--- src/rtl/uart_rx_byte_pkg.sv ---
// Shared baud constants for the lakritz serial front end.
// The default bit period is derived from the board clock and line rate.
package uart_rx_byte_pkg;

    localparam int CLK_HZ = 12_000_000;
    localparam int BAUD   = 115_200;

    // Rounded to the nearest whole clock so the rate error stays below half a cycle per bit.
    function automatic int clks_per_bit(input int clk_hz, input int baud);
        return (clk_hz + baud / 2) / baud;
    endfunction

    localparam int DEF_CLKS_PER_BIT = clks_per_bit(CLK_HZ, BAUD);

endpackage

--- src/rtl/sync_2ff.sv ---
// Generic two-flop synchronizer with asynchronous reset to a chosen level.
// Also intended for debouncing front ends on button inputs.
module sync_2ff #(
    parameter logic RST_VAL = 1'b1
) (
    input  logic clk,
    input  logic rst,
    input  logic d,
    output logic q
);

    logic meta;

    always_ff @(posedge clk or posedge rst) begin
        if (rst) begin
            meta <= RST_VAL;
            q    <= RST_VAL;
        end else begin
            meta <= d;
            q    <= meta;
        end
    end

endmodule

--- src/rtl/uart_rx_byte.sv ---
// 8N1 serial byte receiver: one mid-bit sample per bit, holds the last good byte.
// Strobes one cycle for each good byte and for each framing error.
//
// state | meaning
// IDLE  | line idle, waiting for a falling edge on rx_s
// START | timing to the start-bit midpoint, rejecting glitches
// DATA  | sampling eight data bits, LSB first
// STOP  | sampling the stop bit
// BREAK | stop bit was low; wait for the line to return high
module uart_rx_byte
    import uart_rx_byte_pkg::*;
#(
    parameter int CLKS_PER_BIT = DEF_CLKS_PER_BIT
) (
    input  logic       clk,
    input  logic       rst,
    input  logic       rx,
    output logic [7:0] data,
    output logic       valid,
    output logic       frame_err,
    output logic       busy
);

    localparam int              CNT_W    = $clog2(CLKS_PER_BIT);
    localparam logic [CNT_W-1:0] CNT_MID  = CNT_W'((CLKS_PER_BIT - 1) / 2);
    localparam logic [CNT_W-1:0] CNT_LAST = CNT_W'(CLKS_PER_BIT - 1);

    localparam logic [2:0] S_IDLE  = 3'd0;
    localparam logic [2:0] S_START = 3'd1;
    localparam logic [2:0] S_DATA  = 3'd2;
    localparam logic [2:0] S_STOP  = 3'd3;
    localparam logic [2:0] S_BREAK = 3'd4;

    logic             rx_s;
    logic [2:0]       state;
    logic [2:0]       state_nxt;
    logic [CNT_W-1:0] cnt;
    logic [2:0]       idx;
    logic [7:0]       shift;
    logic             cnt_mid;
    logic             cnt_last;
    logic             sample_bit;
    logic             valid_nxt;
    logic             ferr_nxt;

    sync_2ff #(
        .RST_VAL (1'b1)
    ) u_sync_rx (
        .clk (clk),
        .rst (rst),
        .d   (rx),
        .q   (rx_s)
    );

    assign cnt_mid  = (cnt == CNT_MID);
    assign cnt_last = (cnt == CNT_LAST);

    always_ff @(posedge clk or posedge rst) begin
        if (rst) begin
            state <= S_IDLE;
        end else begin
            state <= state_nxt;
        end
    end

    always_comb begin
        state_nxt = state;
        case (state)
            S_IDLE: begin
                if (!rx_s) state_nxt = S_START;
            end
            S_START: begin
                if (cnt_mid) state_nxt = rx_s ? S_IDLE : S_DATA;
            end
            S_DATA: begin
                if (cnt_last && (idx == 3'd7)) state_nxt = S_STOP;
            end
            S_STOP: begin
                if (cnt_last) state_nxt = rx_s ? S_IDLE : S_BREAK;
            end
            S_BREAK: begin
                if (rx_s) state_nxt = S_IDLE;
            end
            default: state_nxt = S_IDLE;
        endcase
    end

    always_comb begin
        busy       = (state != S_IDLE);
        sample_bit = (state == S_DATA) && cnt_last;
        valid_nxt  = (state == S_STOP) && cnt_last && rx_s;
        ferr_nxt   = (state == S_STOP) && cnt_last && !rx_s;
    end

    // The bit timer restarts on every state change and on each data-bit boundary.
    always_ff @(posedge clk or posedge rst) begin
        if (rst) begin
            cnt       <= '0;
            idx       <= 3'd0;
            shift     <= 8'h00;
            data      <= 8'h00;
            valid     <= 1'b0;
            frame_err <= 1'b0;
        end else begin
            valid     <= valid_nxt;
            frame_err <= ferr_nxt;
            if ((state_nxt != state) || cnt_last ||
                (state == S_IDLE) || (state == S_BREAK)) begin
                cnt <= '0;
            end else begin
                cnt <= cnt + 1'b1;
            end
            if (state == S_START) begin
                idx <= 3'd0;
            end else if (sample_bit) begin
                shift[idx] <= rx_s;
                idx        <= idx + 3'd1;
            end
            if (valid_nxt) begin
                data <= shift;
            end
        end
    end

endmodule

--- config.mk ---
export PLATFORM = sky130hd
export DESIGN_NAME = uart_rx_byte
export DESIGN_NICKNAME = d
export VERILOG_FILES = /design/src/rtl/uart_rx_byte_pkg.sv /design/src/rtl/sync_2ff.sv /design/src/rtl/uart_rx_byte.sv
export SDC_FILE = /design/constraint.sdc
export NUM_CORES = 1
export LEC_CHECK = 0
export BUFFER_PORTS_ARGS = -buffer_cell sky130_fd_sc_hd__buf_4
export CAP_MARGIN = 15
export CORE_ASPECT_RATIO = 1.5
export CORE_MARGIN = 4
export CORE_UTILIZATION = 65
export CTS_BUF_LIST = sky130_fd_sc_hd__clkbuf_2 sky130_fd_sc_hd__clkbuf_4 sky130_fd_sc_hd__clkbuf_8
export CTS_CLUSTER_DIAMETER = 60
export DETAILED_ROUTE_END_ITERATION = 10
export GPL_ROUTABILITY_DRIVEN = 0
export PLACE_DENSITY = 0.95
export SYNTH_ARGS = -nofsm -noshare
export SYNTH_HDL_FRONTEND = slang
export SYNTH_SLANG_ARGS = --single-unit
--- constraint.sdc ---
create_clock -name clk -period 4.6 [get_ports clk]
set_input_delay 0.46 -clock clk [delete_from_list [all_inputs] [get_ports clk]]
set_output_delay 0.46 -clock clk [all_outputs]
set_load 0.005 [all_outputs]
### Yosys cells after proc, flatten, opt, wreduce, memory -nomap -nowiden

Cells that the tools add are included.

| word-level totals | value |
|---|---|
| word-level logic and storage cells | 50 |
| register bits | 33 |

| cells by class | value |
|---|---|
| eq/ne operators | 8 |
| $lt $le $gt $ge | 2 |
| muxes and demuxes | 14 |
| $add $sub $neg | 2 |
| reduce and logical (&&, ||, !) cells | 14 |
| bitwise gates (word level) | 1 |

Operators with widths:

| kind | count |
|---|---|
| $mux W3 | 8 |
| $pmux W3 S5 | 1 |
| $bwmux W8 | 1 |
| $add A7 B1 Y7 const B | 1 |
| $eq A7 B6 Y1 const B | 1 |
| $eq A7 B7 Y1 const B | 1 |
| $mux W7 | 1 |
| $eq A3 B2 Y1 const B | 2 |
| $eq A3 B3 Y1 const B | 2 |
| $logic_and A1 B1 Y1 | 6 |
| $lt A3 B4 Y1 const B | 1 |
| $add A3 B1 Y3 const B | 1 |
| $demux W1 S3 | 1 |
| $eq A3 B1 Y1 const B | 1 |
| $ge A3 B1 Y1 const B | 1 |
| $logic_not A3 Y1 | 1 |
| $logic_or A1 B1 Y1 | 3 |
| $ne A3 B3 Y1 | 1 |
| $reduce_bool A3 Y1 | 1 |
| $mux W2 | 1 |
| $reduce_and A2 Y1 | 1 |
| $reduce_bool A2 Y1 | 1 |
| $logic_not A1 Y1 | 1 |
| $mux W1 | 1 |
| $not A1 Y1 | 1 |

### Logic depth before layout (Yosys ltp)

Gate-level depths: netlist (run 1).

| depth | value |
|---|---|
| word-level depth | 9 |
| depth in mapped cells | 6 |
| mapped depth without buffers | 5 |

### By module

Synthesis (run 1) repeated with hierarchy kept, for this count alone.

| unflattened totals | value |
|---|---|
| cell total of the unflattened synthesis | 128 |
| area, all modules | 1532.7 um2 |

Modules (own cells, without submodules):

| module | area an instance (um2) | cells an instance | seq. area each (um2) | times used |
|---|---|---|---|---|
| uart_rx_byte | 1476.4 | 125 | 775.7 | 1 |
| sync_2ff | 56.3 | 3 | 52.6 | 1 |

### Least setup slack after synthesis (run 1)

Ideal clock, no wire load.

| timing | value |
|---|---|
| kind | register to register |
| start | reg cnt[0] |
| end | reg shift[0] |
| clock period less this slack | 1597 ps |
| library setup time | 127 ps |
| arrival | 1470 ps |
| path slack | 3003 ps |
| stages on the path, launching flop included | 7 |
| data required time | 4473 ps |
| cells stage by stage | dfrtp_1 > ha_1 > and3b_1 > buf_6 > buf_4 > nand4_1 > mux2_1 |

| on the way | value |
|---|---|
| longest elaborated chain between the ends | 3 |

Ends and longest elaborated chain:

| item | line | RTL |
|---|---|---|
| start, declared | uart_rx_byte.sv:37 | `logic [CNT_W-1:0] cnt;` |
| start signal, assigned | uart_rx_byte.sv:111 | `cnt <= cnt + 1'b1;` |
| $eq A7 B7 Y1 | uart_rx_byte.sv:56 | `assign cnt_last = (cnt == CNT_LAST);` |
| $logic_and A1 B1 Y1 | uart_rx_byte.sv:90 | `sample_bit = (state == S_DATA) && cnt_last;` |
| $reduce_and A2 Y1 (no line) | n/a |  |
| end signal, assigned by index | uart_rx_byte.sv:116 | `shift[idx] <= rx_s;` |
| end, declared | uart_rx_byte.sv:39 | `logic [7:0] shift;` |

Every way passes these cells.
A chain may end at the register's enable or synchronous reset.

### Worst setup path after layout (run 1)

| timing | value |
|---|---|
| start | reg cnt[0] |
| end | reg data[3] |

| on the way | value |
|---|---|
| longest elaborated chain between the ends | 3 |

Ends and longest elaborated chain:

| item | line | RTL |
|---|---|---|
| $eq A7 B7 Y1 | uart_rx_byte.sv:56 |  |
| $logic_and A1 B1 Y1 (2 in a row) | uart_rx_byte.sv:91 | `valid_nxt = (state == S_STOP) && cnt_last && rx_s;` |
| end signal, assigned | uart_rx_byte.sv:120 | `data <= shift;` |
| end, declared | uart_rx_byte.sv:18 | `output logic [7:0] data,` |

Every way passes these cells.

==> flow_summary.json, run 1 <==
{
  "status": "complete, no violations",
  "final_antenna_net_count": 0,
  "post_drt_wl_per_cell_um": 17.47,
  "route.detailed.drc": 0,
  "place_area_um2": 1712,
  "grt_remaining_overflow": 0,
  "diodes": 0,
  "ys_ff_latch": 33,
  "drv_cap": 0,
  "crit_required_ps": 4850,
  "hpwl_um": 2172,
  "path_max_fanout": 16,
  "critPathKind": "reg -> reg",
  "core_area_um2": 2450,
  "io_buffers": 13,
  "avgSynthCellArea_um2": 11.68,
  "r2r-start": "cnt[0]",
  "fmax_mhz": 499.5,
  "firstDrtPassIters": 4,
  "min_period_ps": 2002,
  "syn_nets": 147,
  "grt_pass1_wl_um": 5223,
  "yosysSeqAreaShare": 0.5030,
  "yosys.cell_types.count": 43,
  "grt_max_degree": 34,
  "first_global_vias": 1179,
  "relSlewSlack": 0.6147,
  "clock_path_buffers": 2,
  "viasPerCell": 6.556,
  "netlist_area_um2": 1647,
  "hold_class": "in -> async",
  "cts_sinks": 33,
  "die_h_um": 69.65,
  "antenna_found_initial": 0,
  "final_nets": 159,
  "synth_area_leader_cell": "dfrtp_1",
  "drt_iter0_markers": 26,
  "p_per_area_nw_per_um2": 288.1,
  "synth.top_cell.area_share": 0.4711,
  "netlist_top_cells_area": "dfrtp_1, mux2_2, mux2_1",
  "placedCellCount": 169,
  "holdBufCountCts": 0,
  "tns_ps": 0,
  "reg2reg_depth": 4,
  "via_count": 1167,
  "row_count": 22,
  "syn_inst": 141,
  "die_area_um2": 3419,
  "cp-start-kind": "register",
  "cts_resized": 0,
  "reg2reg_slack_ps": 2600,
  "arrival_ps": 2260,
  "drt-total-wl_um": 3110,
  "skew_ps": 17.15,
  "ir_drop_v": 0.0002890,
  "clk_latency_ps": 360,
  "drv_slew": 0,
  "die_w_um": 49.10,
  "root_buffer": "clkbuf_4",
  "post_cts_buffers": 0,
  "ys_warn_count": 0,
  "finalSetupViolations": 0,
  "clk_pin_slew_ps": 120,
  "cts_tree": "built",
  "syn2layout_area_growth_pct": 10.71,
  "crit_path_end_kind": "register",
  "worst_pin_slew_ps": 578.0,
  "p_leak_nw": 0.8980,
  "cts_buffers": 5,
  "hold_viol": 0,
  "htree_num_levels": 2,
  "grt_use_total": 0.2047,
  "start_util": 0.6721,
  "layout.cells.non_filler": 178,
  "io-pin-count": 14,
  "fin_crit_sh": 0.4352,
  "stdcell_area_um2": 1823,
  "grt_setup_unrepaired": "false",
  "r2r_end": "data[3]",
  "final_layout_size_suffix_gt1_frac": 0.2468
}
placed cells by master, fill, tap and decap left out, drive strengths merged, types with 4 or more instances in the layout:
master / count
dfrtp: 31
mux2: 16
inv: 4
and3b: 6
nor2: 8
nor3b: 4
buf: 14
clkbuf: 5
nand3: 4
o21ai: 5
nand4: 10
worst max-delay path, stage by stage, from the launching register on:
cell and delay, ps:
dfrtp_1 410, ha_1 270, and3b_1 560, nand4_4 280, mux2_1 380
cell usage after synthesis (all sizes together):
cell type  number
dfrtp          31
mux2           16
nand4          10
nor2            8
buf             7
and3b           6
o21ai           5
inv             4
nand3           4
nor3b           4
and2            3
ha              3
nand2           3
nand2b          3
nor3            3
o311ai          3
a211oi          2
a32oi           2
a41oi           2
clkbuf          2
dfstp           2
nand3b          2
or3             2
xor2            2
a211o           1
a31oi           1
a41o            1
and3            1
nor2b           1
nor4            1
nor4b           1
o211ai          1
o221ai          1
or2             1
or3b            1
xnor2           1
per-stage QoR:
stage	setup slack (ps)	hold slack [ps]	utilization	total power [mW]
after floorplan	3003	345.2	-	0.3033
after global placement	2740	345.9	0.6987	0.3060
after detailed placement	2628	350.8	0.6987	0.3064
after CTS	2602	190.9	0.7329	0.5295
after global routing	2442	88.96	0.7441	0.5490
final	2598	105.0	0.7441	0.5251
how the worst max path moves through the flow:
| stage | slack, ps | from | cells past startpoint | end |
|---|---|---|---|---|
| final | 2600 | cnt[0] | 4 | data[3] |
| after global routing | 2440 | cnt[0] | 4 | data[3] |
| after CTS | 2600 | cnt[0] | 4 | data[3] |
| after detailed placement | 2630 | cnt[0] | 4 | data[3] |
| after global placement | 2740 | cnt[0] | 4 | data[3] |
| after floorplan | 3000 | cnt[0] | 6 | shift[0] |
where the power goes:
| group | switching, mW | internal, mW |
|---|---|---|
| sequential | 0.00195 | 0.292 |
| clock | 0.107 | 0.115 |
| combinational | 0.00613 | 0.00367 |
layout make-up:
cell class,count,area [um2]
sequential,33,828.3
multi-input combinational,95,740.7
fill,166,626.9
timing repair buffer,14,125.1
clock inverter,3,46.29
clock buffer,5,37.54
tap,24,30.03
inverter,4,15.01
per-layer routing:
metal	routed length, um	GRT usage	vias up
met3	126	0.06237	11
met2	1708	0.3463	30
met1	1172	0.2079	576
met4	104	0.1456	0
li1	-	-	550
met5	0	0	-
flip-flops by register name, indices dropped and copies added (netlist names):
name	cells
idx	3
state	3
frame_err	1
valid	1
cnt	7
data	8
u_sync_rx.meta	1
u_sync_rx.q	1
shift	8
kinds of logic (layout without fill, tap and decap cells):
family / after synthesis / count (layout) / share of synthesized area
simple gates: 54 / 54 / 0.2120
flops: 33 / 33 / 0.5030
compound gates: 19 / 19 / 0.08968
mux: 16 / 16 / 0.1094
buf+inv: 13 / 26 / 0.04711
fa+ha+maj: 3 / 3 / 0.02280
xor+xnor: 3 / 3 / 0.01596
Note: power is estimated with default switching activity, not from simulation.
==> run 2, diff against run 1 <==
--- a/config.mk
+++ b/config.mk
@@ -9,12 +9,12 @@
 export CAP_MARGIN = 15
 export CORE_ASPECT_RATIO = 1.5
 export CORE_MARGIN = 4
-export CORE_UTILIZATION = 65
+export CORE_UTILIZATION = 61
 export CTS_BUF_LIST = sky130_fd_sc_hd__clkbuf_2 sky130_fd_sc_hd__clkbuf_4 sky130_fd_sc_hd__clkbuf_8
 export CTS_CLUSTER_DIAMETER = 60
 export DETAILED_ROUTE_END_ITERATION = 10
 export GPL_ROUTABILITY_DRIVEN = 0
-export PLACE_DENSITY = 0.95
+export PLACE_DENSITY = 0.92
 export SYNTH_ARGS = -nofsm -noshare
 export SYNTH_HDL_FRONTEND = slang
 export SYNTH_SLANG_ARGS = --single-unit
==> constraint.sdc (replaced) <==
create_clock -name clk -period 2 [get_ports clk]
set_input_delay 0.2 -clock clk [delete_from_list [all_inputs] [get_ports clk]]
set_output_delay 0.2 -clock clk [all_outputs]
set_load 0.005 [all_outputs]
==> flow_summary.json, run 2 (synthesis results as in run 1) <==
{
  "status": "complete, no violations",
  "first_global_vias": 1183,
  "tns_ps": 0,
  "reg2reg_slack_ps": 130,
  "clk_pin_slew_ps": 100,
  "arrival_ps": 2100,
  "post_cts_buffers": 0,
  "skew_ps": 11.88,
  "combPwrFrac": 0.019,
  "stdcell_area_um2": 1866,
  "final_common_cell": "dfrtp_1",
  "antenna_found_initial": 0,
  "sw_frac_of_total": 0.1970,
  "hold_start": "u_sync_rx.meta",
  "cts_resized": 0,
  "r2r_end": "data[4]",
  "root_buffer": "clkbuf_4",
  "reg_top3": "data: 8 flops, shift: 8 flops, cnt: 7 flops",
  "p_leak_nw": 0.9172,
  "viasPerCell": 6.128,
  "switchingPower_uw": 239.3,
  "p_per_area_nw_per_um2": 651.3,
  "reg2reg_depth": 4,
  "route.detailed.drc": 0,
  "clk_latency_ps": 340,
  "post_drt_wl_per_cell_um": 15.83,
  "drt_iter0_markers": 29,
  "cts_sinks": 33,
  "pwr-share-seq": 0.554,
  "clock_path_buffers": 2,
  "die_w_um": 50.42,
  "hold_class": "reg -> reg",
  "drv_cap": 0,
  "min_period_ps": 1871,
  "relSlewSlack": 0.5975,
  "diodes": 0,
  "syn2layout_area_growth_pct": 13.30,
  "final_nets": 164,
  "core_area_um2": 2505,
  "grt_setup_unrepaired": "false",
  "io-pin-count": 14,
  "io_buffers": 13,
  "final_cell_mix": "dfrtp_1, buf_4, mux2_2",
  "final_layout_size_suffix_gt1_frac": 0.2579,
  "row_count": 22,
  "cp-start-kind": "register",
  "hpwl_um": 2267,
  "critPathKind": "reg -> reg",
  "hold_viol": 0,
  "grt_max_degree": 34,
  "grt_pass1_wl_um": 5451,
  "path_max_fanout": 11,
  "cts_tree": "built",
  "ir_drop_v": 0.0005707,
  "crit_required_ps": 2230,
  "drt-total-wl_um": 3087,
  "die_h_um": 71.63,
  "finalSetupViolations": 0,
  "grt_use_total": 0.1969,
  "p_clk_frac": 0.427,
  "firstDrtPassIters": 4,
  "holdBufCountCts": 2,
  "start_util": 0.6573,
  "holdPathEnd": "u_sync_rx.q",
  "fin_crit_sh": 0.9356,
  "cts_buffers": 5,
  "via_count": 1195,
  "holdPathStages": 0,
  "worst_pin_slew_ps": 603.7,
  "die_area_um2": 3612,
  "r2r-start": "cnt[0]",
  "internal_power_uw": 975.6,
  "place_area_um2": 1757,
  "drv_slew": 0,
  "final_antenna_net_count": 0,
  "grt_remaining_overflow": 0,
  "crit_path_end_kind": "register",
  "htree_num_levels": 2,
  "fmax_mhz": 534.4
}
## run 2: cell types whose count changed in the layout (fill, tap and decap cells not counted)
cell,previous run,this run
clkinv_4,1,0
buf_4,13,17
buf_16,1,0
clkbuf_8,0,1
dlygate4sd3_1,0,2
## run 2: area by class of cell
class	count	area, um2
flip-flops and latches	33	828.3
multi-input cells	95	740.7
fillers	164	639.4
repair buffers	19	147.6
clock buffers	6	51.30
well taps	36	45.04
clock inverters	2	37.54
inverters	4	15.01
## run 2: metrics by stage
| stage | utilization | instances | power [mW] | worst slack, ps | hold slack [ps] |
|---|---|---|---|---|---|
| final | 0.7448 | 195 | 1.215 | 128.8 | 360.9 |
| after global routing | 0.7448 | 195 | 1.262 | 1.934 | 370.9 |
| after CTS | 0.7448 | 195 | 1.233 | 122.3 | 363.1 |
| after detailed placement | 0.7013 | 185 | 0.7074 | 138.3 | 309.7 |
| after global placement | 0.7013 | 185 | 0.7067 | 273.8 | 300.9 |
| after floorplan | - | 141 | 0.6975 | 402.9 | 204.5 |
## run 2: how the worst max path moves through the flow
stage                     slack (ps)  endpoint  cells after the start    from
after detailed placement         140   data[4]                      4  cnt[0]
after global placement           270   data[4]                      4  cnt[0]
after global routing               2   data[4]                      4  cnt[0]
after floorplan                  400  shift[0]                      6  cnt[0]
final                            130   data[4]                      4  cnt[0]
after CTS                        120   data[4]                      4  cnt[0]
## run 2: worst max-delay path, stage by stage, from the launching register on
cell and delay [ps]:
dfrtp_1 400, ha_1 270, and3b_1 450, nand4_4 250, mux2_1 390
## run 2: power by group through the flow
stage / Clock, mW / Combinational (mW) / Sequential [mW]
after floorplan: 0 / 0.0124 / 0.685
after global routing: 0.561 / 0.0268 / 0.674
after global placement: 0 / 0.0202 / 0.686
final: 0.518 / 0.0231 / 0.674
after detailed placement: 0 / 0.0209 / 0.687
after CTS: 0.535 / 0.0239 / 0.674
## run 2: routing by layer
| metal | vias up | routed length (um) | track usage |
|---|---|---|---|
| li1 | 564 | - | - |
| met4 | 0 | 57 | 0.08084 |
| met3 | 6 | 132 | 0.05821 |
| met1 | 597 | 1215 | 0.2187 |
| met2 | 28 | 1682 | 0.3459 |
| met5 | - | 0 | 0 |
